## config.mk

```make
export PLATFORM = sky130hd
export DESIGN_NAME = tank_round_ctrl_flat
export DESIGN_NICKNAME = d
export VERILOG_FILES = /design/src/rtl/tank_round_ctrl_if.sv /design/src/rtl/tank_round_ctrl.sv /design/src/flat_wrapper.sv
export SDC_FILE = /design/constraint.sdc
export NUM_CORES = 1
export LEC_CHECK = 0
export ABC_AREA = 1
export CAP_MARGIN = 20
export CELL_PAD_IN_SITES_DETAIL_PLACEMENT = 1
export CELL_PAD_IN_SITES_GLOBAL_PLACEMENT = 2
export CORE_ASPECT_RATIO = 1.75
export CORE_MARGIN = 8
export CORE_UTILIZATION = 33
export CTS_CLUSTER_DIAMETER = 120
export DETAILED_ROUTE_END_ITERATION = 7
export GPL_TIMING_DRIVEN = 0
export HOLD_SLACK_MARGIN = 0.12
export PLACE_DENSITY_LB_ADDON = 0.1
export SKIP_LAST_GASP = 1
export SLEW_MARGIN = 25
export SYNTH_ARGS = -nofsm -noshare
export SYNTH_HDL_FRONTEND = slang
export SYNTH_SLANG_ARGS = --single-unit
```

## constraint.sdc

```tcl
create_clock -name clk25 -period 2.28 [get_ports clk25]
set_clock_uncertainty 0.15 [all_clocks]
set_input_delay 0.456 -clock clk25 [delete_from_list [all_inputs] [get_ports clk25]]
set_output_delay 0.456 -clock clk25 [all_outputs]
set_load 0.02 [all_outputs]
```

## src/rtl/tank_round_ctrl_if.sv

```systemverilog
// tank_round_ctrl_if: bundle between the round controller and its neighbours.
// master = collision logic / tank blocks / bench side, slave = tank_round_ctrl.
interface tank_round_ctrl_if #(
    parameter int SCORE_W = 4
);
    logic               start;
    logic               hit_red;
    logic               hit_blue;
    logic               red_explosion_ack;
    logic               blue_explosion_ack;
    logic               red_explosion_flag;
    logic               blue_explosion_flag;
    logic               red_move_en;
    logic               blue_move_en;
    logic               red_boom;
    logic               blue_boom;
    logic [2:0]         red_frame;
    logic [2:0]         blue_frame;
    logic [SCORE_W-1:0] red_score;
    logic [SCORE_W-1:0] blue_score;
    logic               game_over;
    logic               winner;
    logic               draw;

    modport master (
        output start, hit_red, hit_blue, red_explosion_ack, blue_explosion_ack,
        input  red_explosion_flag, blue_explosion_flag, red_move_en, blue_move_en,
               red_boom, blue_boom, red_frame, blue_frame, red_score, blue_score,
               game_over, winner, draw
    );

    modport slave (
        input  start, hit_red, hit_blue, red_explosion_ack, blue_explosion_ack,
        output red_explosion_flag, blue_explosion_flag, red_move_en, blue_move_en,
               red_boom, blue_boom, red_frame, blue_frame, red_score, blue_score,
               game_over, winner, draw
    );
endinterface

```

## src/rtl/tank_round_ctrl.sv

```systemverilog
// tank_round_ctrl: per-tank explode/respawn sequencing, movement gating,
// scoring and winner detection for the two-tank game.
// Optional feature: define RESPAWN_INVULN_EN to build the post-respawn
// invulnerability state (INVULN_TICKS ticks of hit immunity after ack).
// Tank index 0 = red, 1 = blue throughout.
module tank_round_ctrl #(
    parameter int TICK_CNT      = 500000,
    parameter int EXPLODE_TICKS = 32,
    parameter int INVULN_TICKS  = 64,
    parameter int WIN_SCORE     = 9,
    parameter int SCORE_W       = 4
) (
    input  logic                 clk25,
    input  logic                 reset,
    tank_round_ctrl_if.slave     bus
);
    localparam int TW        = (TICK_CNT < 1) ? 1 : $clog2(TICK_CNT + 1);
    localparam int EW        = $clog2(EXPLODE_TICKS);
    localparam int FRAME_DIV = EXPLODE_TICKS / 8;
`ifdef RESPAWN_INVULN_EN
    localparam int IW        = (INVULN_TICKS < 2) ? 1 : $clog2(INVULN_TICKS);
`endif

    localparam logic [1:0] ST_ALIVE   = 2'd0;
    localparam logic [1:0] ST_EXPLODE = 2'd1;
    localparam logic [1:0] ST_RESPAWN = 2'd2;
    localparam logic [1:0] ST_INVULN  = 2'd3;

    if (EXPLODE_TICKS < 8 || (EXPLODE_TICKS % 8) != 0 || INVULN_TICKS < 1 ||
        WIN_SCORE >= (1 << SCORE_W)) begin : g_bad_params
        $error("tank_round_ctrl: illegal parameter combination");
    end

    logic [TW-1:0]      tick_cnt;
    logic               tick;
    logic [1:0]         state [2];
    logic [EW-1:0]      ecnt  [2];
`ifdef RESPAWN_INVULN_EN
    logic [IW-1:0]      icnt  [2];
`endif
    logic [1:0]         hit_in;
    logic [1:0]         ack_in;
    logic [1:0]         hit_ok;
    logic [1:0]         reach;
    logic [SCORE_W-1:0] score_q [2];
    logic [SCORE_W-1:0] score_d [2];
    logic               game_over_q;
    logic               winner_q;
    logic               draw_q;
    logic               start_ok;

    assign tick = (tick_cnt == TW'(TICK_CNT));

    // Free-running tick divider, wraps after TICK_CNT.
    always_ff @(posedge clk25) begin
        if (reset || tick) tick_cnt <= '0;
        else               tick_cnt <= tick_cnt + 1'b1;
    end

    // Hit qualification and saturating opponent score update.
    always_comb begin
        hit_in   = {bus.hit_blue, bus.hit_red};
        ack_in   = {bus.blue_explosion_ack, bus.red_explosion_ack};
        start_ok = bus.start & game_over_q;
        for (int unsigned i = 0; i < 2; i++) begin
            hit_ok[i] = hit_in[i] && (state[i] == ST_ALIVE) && !game_over_q;
        end
        for (int unsigned i = 0; i < 2; i++) begin
            score_d[i] = score_q[i];
            reach[i]   = 1'b0;
            if (hit_ok[1-i] && score_q[i] != SCORE_W'(WIN_SCORE)) begin
                score_d[i] = score_q[i] + 1'b1;
                reach[i]   = (score_d[i] == SCORE_W'(WIN_SCORE));
            end
        end
    end

    // Per-tank ALIVE -> EXPLODE -> RESPAWN (-> INVULN) -> ALIVE sequencer.
    always_ff @(posedge clk25) begin
        for (int unsigned i = 0; i < 2; i++) begin
            if (reset) begin
                state[i] <= ST_ALIVE;
                ecnt[i]  <= '0;
`ifdef RESPAWN_INVULN_EN
                icnt[i]  <= '0;
`endif
            end else begin
                case (state[i])
                    ST_ALIVE: begin
                        if (hit_ok[i]) begin
                            state[i] <= ST_EXPLODE;
                            ecnt[i]  <= '0;
                        end
                    end
                    ST_EXPLODE: begin
                        if (tick) begin
                            if (ecnt[i] == EW'(EXPLODE_TICKS - 1)) begin
                                state[i] <= ST_RESPAWN;
                                ecnt[i]  <= '0;
                            end else begin
                                ecnt[i]  <= ecnt[i] + 1'b1;
                            end
                        end
                    end
                    ST_RESPAWN: begin
                        if (ack_in[i]) begin
`ifdef RESPAWN_INVULN_EN
                            state[i] <= ST_INVULN;
                            icnt[i]  <= '0;
`else
                            state[i] <= ST_ALIVE;
`endif
                        end
                    end
                    ST_INVULN: begin
`ifdef RESPAWN_INVULN_EN
                        if (tick) begin
                            if (icnt[i] == IW'(INVULN_TICKS - 1)) state[i] <= ST_ALIVE;
                            else                                  icnt[i]  <= icnt[i] + 1'b1;
                        end
`else
                        state[i] <= ST_ALIVE;
`endif
                    end
                    default: state[i] <= ST_ALIVE;
                endcase
            end
        end
    end

    // Scores, game-over latch, winner/draw; start only clears a finished round.
    always_ff @(posedge clk25) begin
        if (reset || start_ok) begin
            score_q[0]  <= '0;
            score_q[1]  <= '0;
            game_over_q <= 1'b0;
            winner_q    <= 1'b0;
            draw_q      <= 1'b0;
        end else begin
            score_q[0] <= score_d[0];
            score_q[1] <= score_d[1];
            if (|reach) begin
                game_over_q <= 1'b1;
                draw_q      <= &reach;
                winner_q    <= reach[1] & ~reach[0];
            end
        end
    end

    assign bus.red_explosion_flag  = (state[0] == ST_RESPAWN);
    assign bus.blue_explosion_flag = (state[1] == ST_RESPAWN);
    assign bus.red_boom            = (state[0] == ST_EXPLODE);
    assign bus.blue_boom           = (state[1] == ST_EXPLODE);
    assign bus.red_move_en         = ((state[0] == ST_ALIVE) || (state[0] == ST_INVULN)) && !game_over_q;
    assign bus.blue_move_en        = ((state[1] == ST_ALIVE) || (state[1] == ST_INVULN)) && !game_over_q;
    // ecnt is cleared whenever a tank leaves EXPLODE, so frame reads 0 elsewhere.
    assign bus.red_frame           = 3'(ecnt[0] / EW'(FRAME_DIV));
    assign bus.blue_frame          = 3'(ecnt[1] / EW'(FRAME_DIV));
    assign bus.red_score           = score_q[0];
    assign bus.blue_score          = score_q[1];
    assign bus.game_over           = game_over_q;
    assign bus.winner              = winner_q;
    assign bus.draw                = draw_q;
endmodule

```

## src/flat_wrapper.sv

```systemverilog
// flat-port wrapper written by rule: the top's interface ports become plain ports
module tank_round_ctrl_flat 
#(
    parameter int TICK_CNT      = 500000,
    parameter int EXPLODE_TICKS = 32,
    parameter int INVULN_TICKS  = 64,
    parameter int WIN_SCORE     = 9,
    parameter int SCORE_W       = 4
)
  (clk25, reset, bus_start, bus_hit_red, bus_hit_blue, bus_red_explosion_ack, bus_blue_explosion_ack, bus_red_explosion_flag, bus_blue_explosion_flag, bus_red_move_en, bus_blue_move_en, bus_red_boom, bus_blue_boom, bus_red_frame, bus_blue_frame, bus_red_score, bus_blue_score, bus_game_over, bus_winner, bus_draw);
  tank_round_ctrl_if #(.SCORE_W(SCORE_W)) bus_i ();
  input  logic clk25;
  input  logic reset;
  input wire logic [$bits(bus_i.start)-1:0] bus_start;
  input wire logic [$bits(bus_i.hit_red)-1:0] bus_hit_red;
  input wire logic [$bits(bus_i.hit_blue)-1:0] bus_hit_blue;
  input wire logic [$bits(bus_i.red_explosion_ack)-1:0] bus_red_explosion_ack;
  input wire logic [$bits(bus_i.blue_explosion_ack)-1:0] bus_blue_explosion_ack;
  output wire logic [$bits(bus_i.red_explosion_flag)-1:0] bus_red_explosion_flag;
  output wire logic [$bits(bus_i.blue_explosion_flag)-1:0] bus_blue_explosion_flag;
  output wire logic [$bits(bus_i.red_move_en)-1:0] bus_red_move_en;
  output wire logic [$bits(bus_i.blue_move_en)-1:0] bus_blue_move_en;
  output wire logic [$bits(bus_i.red_boom)-1:0] bus_red_boom;
  output wire logic [$bits(bus_i.blue_boom)-1:0] bus_blue_boom;
  output wire logic [$bits(bus_i.red_frame)-1:0] bus_red_frame;
  output wire logic [$bits(bus_i.blue_frame)-1:0] bus_blue_frame;
  output wire logic [$bits(bus_i.red_score)-1:0] bus_red_score;
  output wire logic [$bits(bus_i.blue_score)-1:0] bus_blue_score;
  output wire logic [$bits(bus_i.game_over)-1:0] bus_game_over;
  output wire logic [$bits(bus_i.winner)-1:0] bus_winner;
  output wire logic [$bits(bus_i.draw)-1:0] bus_draw;
  assign bus_i.start = bus_start;
  assign bus_i.hit_red = bus_hit_red;
  assign bus_i.hit_blue = bus_hit_blue;
  assign bus_i.red_explosion_ack = bus_red_explosion_ack;
  assign bus_i.blue_explosion_ack = bus_blue_explosion_ack;
  assign bus_red_explosion_flag = bus_i.red_explosion_flag;
  assign bus_blue_explosion_flag = bus_i.blue_explosion_flag;
  assign bus_red_move_en = bus_i.red_move_en;
  assign bus_blue_move_en = bus_i.blue_move_en;
  assign bus_red_boom = bus_i.red_boom;
  assign bus_blue_boom = bus_i.blue_boom;
  assign bus_red_frame = bus_i.red_frame;
  assign bus_blue_frame = bus_i.blue_frame;
  assign bus_red_score = bus_i.red_score;
  assign bus_blue_score = bus_i.blue_score;
  assign bus_game_over = bus_i.game_over;
  assign bus_winner = bus_i.winner;
  assign bus_draw = bus_i.draw;
  tank_round_ctrl #(.TICK_CNT(TICK_CNT), .EXPLODE_TICKS(EXPLODE_TICKS), .INVULN_TICKS(INVULN_TICKS), .WIN_SCORE(WIN_SCORE), .SCORE_W(SCORE_W)) u_core (.clk25(clk25), .reset(reset), .bus(bus_i));
endmodule
```

==> flow_metrics.py <==
metrics = {
    "run_status": {
        "outcome": "complete, no violations",
    },
    "global_route": {
        "grtUsageMet3_pct": 2.80,
        "grtUsageMet2_pct": 21.2,
        "groute.usage.overall_pct": 11.6,
        "grt_first_pass_wirelength_um": 9960,
        "grt.met1_usage_pct": 12.3,
        "global_route.peak_usage_layer": "met2",
        "number_of_antenna_violations_at_the_first_check_in_global_routing": 0,
        "grt_max_degree": 13,
        "grt_pass1_vias": 2167,
        "grt_remaining_overflow": 0,
    },
    "critical_path": {
        "worstSetupStartpoint": "u_core.state[1][0]",
        "ff2ff_path_depth": 7,
        "worstReg2RegEnd": "u_core.ecnt[1][0]",
        "critPathRequiredTime_ns": 1.67,
        "timing.critical_path.from_type": "flip-flop",
        "worst_setup_path_class": "flip-flop to primary output",
        "path_max_fanout": 3,
        "worstPathArrival_ns": 1.58,
        "critical_path.endpoint_type": "primary output",
        "timing.critical_path.to": "bus_blue_explosion_flag",
        "r2r_setup_slack_ns": 0.22,
        "worst_r2r_startpoint": "u_core.ecnt[1][0]",
    },
    "yosys": {
        "postSynthRegisterBits": 44,
        "synth_cell_type_count": 30,
        "synth_top_area_share_pct": 23.8,
        "ys_seq_area_share_pct": 40.4,
        "synthesis.nets": 344,
        "synth_largest_area_cell": "sky130_fd_sc_hd__dfxtp_1",
        "mappedNetlistArea_um2": 2520,
        "syn_avg_cell_area_um2": 7.97,
        "post_synth_inst_count": 317,
        "yosys-top-cells-area": "sky130_fd_sc_hd__dfxtp_1, sky130_fd_sc_hd__edfxtp_1, sky130_fd_sc_hd__ha_1, sky130_fd_sc_hd__nor2_1, sky130_fd_sc_hd__nand2_1",
        "yosysWarningCount": 0,
    },
    "cells_and_area": {
        "layout_common_cells": "sky130_fd_sc_hd__nor2_1, sky130_fd_sc_hd__nand2_1, sky130_fd_sc_hd__inv_1",
        "insertedDiodeCount": 0,
        "post_route_cells_drive_above_1_share_pct": 9.55,
        "area.growth.synth_to_final_pct": 22.4,
        "n_fill_cell": 948,
        "nNetsFinal": 382,
        "multiInputGateArea_um2": 1310,
        "post-route-util_pct": 41.1,
        "layout.area.seq_um2": 1020,
        "most_common_library_cell_in_the_layout_ignoring_fill_and_taps": "sky130_fd_sc_hd__nor2_1",
        "fin_area_um2": 3090,
    },
    "die": {
        "die_area_um2": 10800,
        "top_level_ports": 30,
        "placement_rows": 42,
        "initial_cell_density_of_the_core_pct": 33.6,
        "chipWidth_um": 82.1,
        "die_h_um": 132,
        "core_area_um2": 7510,
    },
    "cts": {
        "worst_path_clk_slew_ns": 0.06,
        "cts_root_buffer": "sky130_fd_sc_hd__clkbuf_16",
        "cts_tree": "done",
        "cts.sinks": 44,
        "h-tree-depth": 2,
        "numCtsBuffers": 5,
        "max_buffers_root_to_sink": 2,
        "holdBufCountCts": 0,
        "worst_skew_pair.late_latency_ns": 0.28,
    },
    "power": {
        "cellPowerDensity_nw_per_um2": 595,
        "ir_drop_uv": 362,
        "static-leakage-power_nw": 1.25,
    },
    "timing": {
        "layout_worst_path_cycle_share_pct": 95.7,
        "timing_worst_slew_pin_value_ns": 0.524,
        "fmaxAchievable_mhz": 458,
        "final-setup-viol-count": 0,
        "slew_headroom_pct": 64.8,
        "count_of_pins_over_their_slew_limit": 0,
        "setup_total_negative_slack_ns": 0,
        "post-route-min-period_ns": 2.18,
        "postLayoutSetupSlackWorst_ns": 0.0973,
        "hold_slack_ns": 0.324,
        "report.final.hold_viol_count": 0,
        "grt_setup_unrepaired": "no",
    },
    "flow_run": {
        "cap_viol_max_count": 0,
    },
    "detailed_routing": {
        "detail_route.iter0.violations": 45,
        "routed-via-count": 2139,
        "routed_wire_length_per_instance_um": 13.2,
        "via_count_normalized_by_instance_count": 4.82,
        "routed_wirelength_um": 5870,
        "detail_route.first_pass.iterations": 4,
        "remaining_drc_errors": 0,
        "postRouteAntennaNets": 0,
    },
    "placement": {
        "routabilityCongestion": 0.725,
        "numPortBuffers": 29,
        "detailedPlacementHpwl_um": 4770,
        "detailedPlace.worstSlack_ns": -0.297,
        "dpl_cell_area_um2": 2930,
    },
    "worst_hold_path": {
        "hold_path_class": "flip-flop to flip-flop",
    },
}
==> registers in the layout, indices dropped and copies added, names as in the netlist <==
register              cells
u_core.ecnt              10
u_core.tick_cnt          19
u_core.state              4
u_core.bus.winner         1
u_core.bus.game_over      1
u_core.score_q            8
u_core.bus.draw           1
==> worst max-delay path, cell delays in order, from the launching register on <==
cell and delay (ns):
sky130_fd_sc_hd__edfxtp_1 0.41, sky130_fd_sc_hd__inv_1 0.11, sky130_fd_sc_hd__ha_1 0.17, sky130_fd_sc_hd__clkdlybuf4s50_1 0.61
==> worst min-delay path by stage <==
stage	slack, ns	cells after the start	to	from
floorplan	0.30	2	u_core.tick_cnt[17]	u_core.tick_cnt[17]
global placement	0.31	2	u_core.tick_cnt[18]	u_core.tick_cnt[18]
detailed placement	0.32	2	u_core.tick_cnt[18]	u_core.tick_cnt[18]
CTS	0.33	2	u_core.tick_cnt[18]	u_core.tick_cnt[18]
global route	0.35	2	u_core.tick_cnt[18]	u_core.tick_cnt[18]
finish	0.32	2	u_core.tick_cnt[18]	u_core.tick_cnt[18]
==> metrics by stage <==
step | instances | power, mW
3_3_place_gp | 434 | 1.18
5_1_grt | 444 | 1.94
2_1_floorplan | 317 | 1.07
3_5_place_dp | 434 | 1.18
4_1_cts | 443 | 1.88
6_report | 444 | 1.84
==> cell families after synthesis <==
family / share of synthesized area, %
AOI/OAI and AO/OA: 4.86
xor gates and xnor gates: 4.16
adders and majority gates: 9.91
buffers and inverters: 8.03
DFF: 40.4
and+or+nand+nor: 32.6
==> per-layer routing <==
layer / vias to the layer above / routed length [um]
met5: - / 0
met4: 0 / 72
met3: 6 / 259
met2: 26 / 3180
met1: 1008 / 2360
li1: 1099 / -
==> cells in the mapped netlist <==
cell type	count
sky130_fd_sc_hd__clkinv_1	1
sky130_fd_sc_hd__xnor2_1	3
sky130_fd_sc_hd__nor3_1	8
sky130_fd_sc_hd__nor3_2	2
sky130_fd_sc_hd__nor2_1	58
sky130_fd_sc_hd__nand3_1	19
sky130_fd_sc_hd__or2_0	2
sky130_fd_sc_hd__ha_1	20
sky130_fd_sc_hd__or2_2	1
sky130_fd_sc_hd__nand2_4	2
sky130_fd_sc_hd__or2_4	1
sky130_fd_sc_hd__o21ai_0	4
sky130_fd_sc_hd__buf_6	1
sky130_fd_sc_hd__edfxtp_1	14
sky130_fd_sc_hd__nand3b_1	3
sky130_fd_sc_hd__dfxtp_1	30
sky130_fd_sc_hd__nand2_1	53
sky130_fd_sc_hd__inv_1	38
sky130_fd_sc_hd__a21oi_1	15
sky130_fd_sc_hd__xor2_1	9
sky130_fd_sc_hd__nor3b_1	1
sky130_fd_sc_hd__o21ai_1	1
sky130_fd_sc_hd__nand3_2	3
sky130_fd_sc_hd__nor3b_2	2
sky130_fd_sc_hd__nor2_2	5
sky130_fd_sc_hd__nor2_4	2
sky130_fd_sc_hd__buf_4	6
sky130_fd_sc_hd__a211oi_1	2
sky130_fd_sc_hd__nand4_1	10
sky130_fd_sc_hd__o21a_1	1
==> cell type report <==
type / count / share of cell area, %
Buffer: 7 / 1.82
Sequential cell: 44 / 33.0
Multi-Input combinational cell: 227 / 42.3
Timing Repair Buffer: 31 / 10.0
Clock buffer: 7 / 4.29
Inverter: 39 / 4.86
Clock inverter: 1 / 0.121
Tap cell: 88 / 3.56
==> what timing repair did <==
action / CTS / global route
pin swaps: 1 / 2
gates resized for setup: 2 / 5
buffers inserted: 1 / 1
endpoints found under the setup margin: 7 / 13
==> where the power goes <==
| part | internal, mW | total, mW | switching [mW] |
|---|---|---|---|
| combinational | 0.118 | 0.275 | 0.158 |
| sequential | 0.845 | 0.881 | 0.0356 |
| clock | 0.403 | 0.684 | 0.281 |
Note: power is estimated with default switching activity, not from simulation.
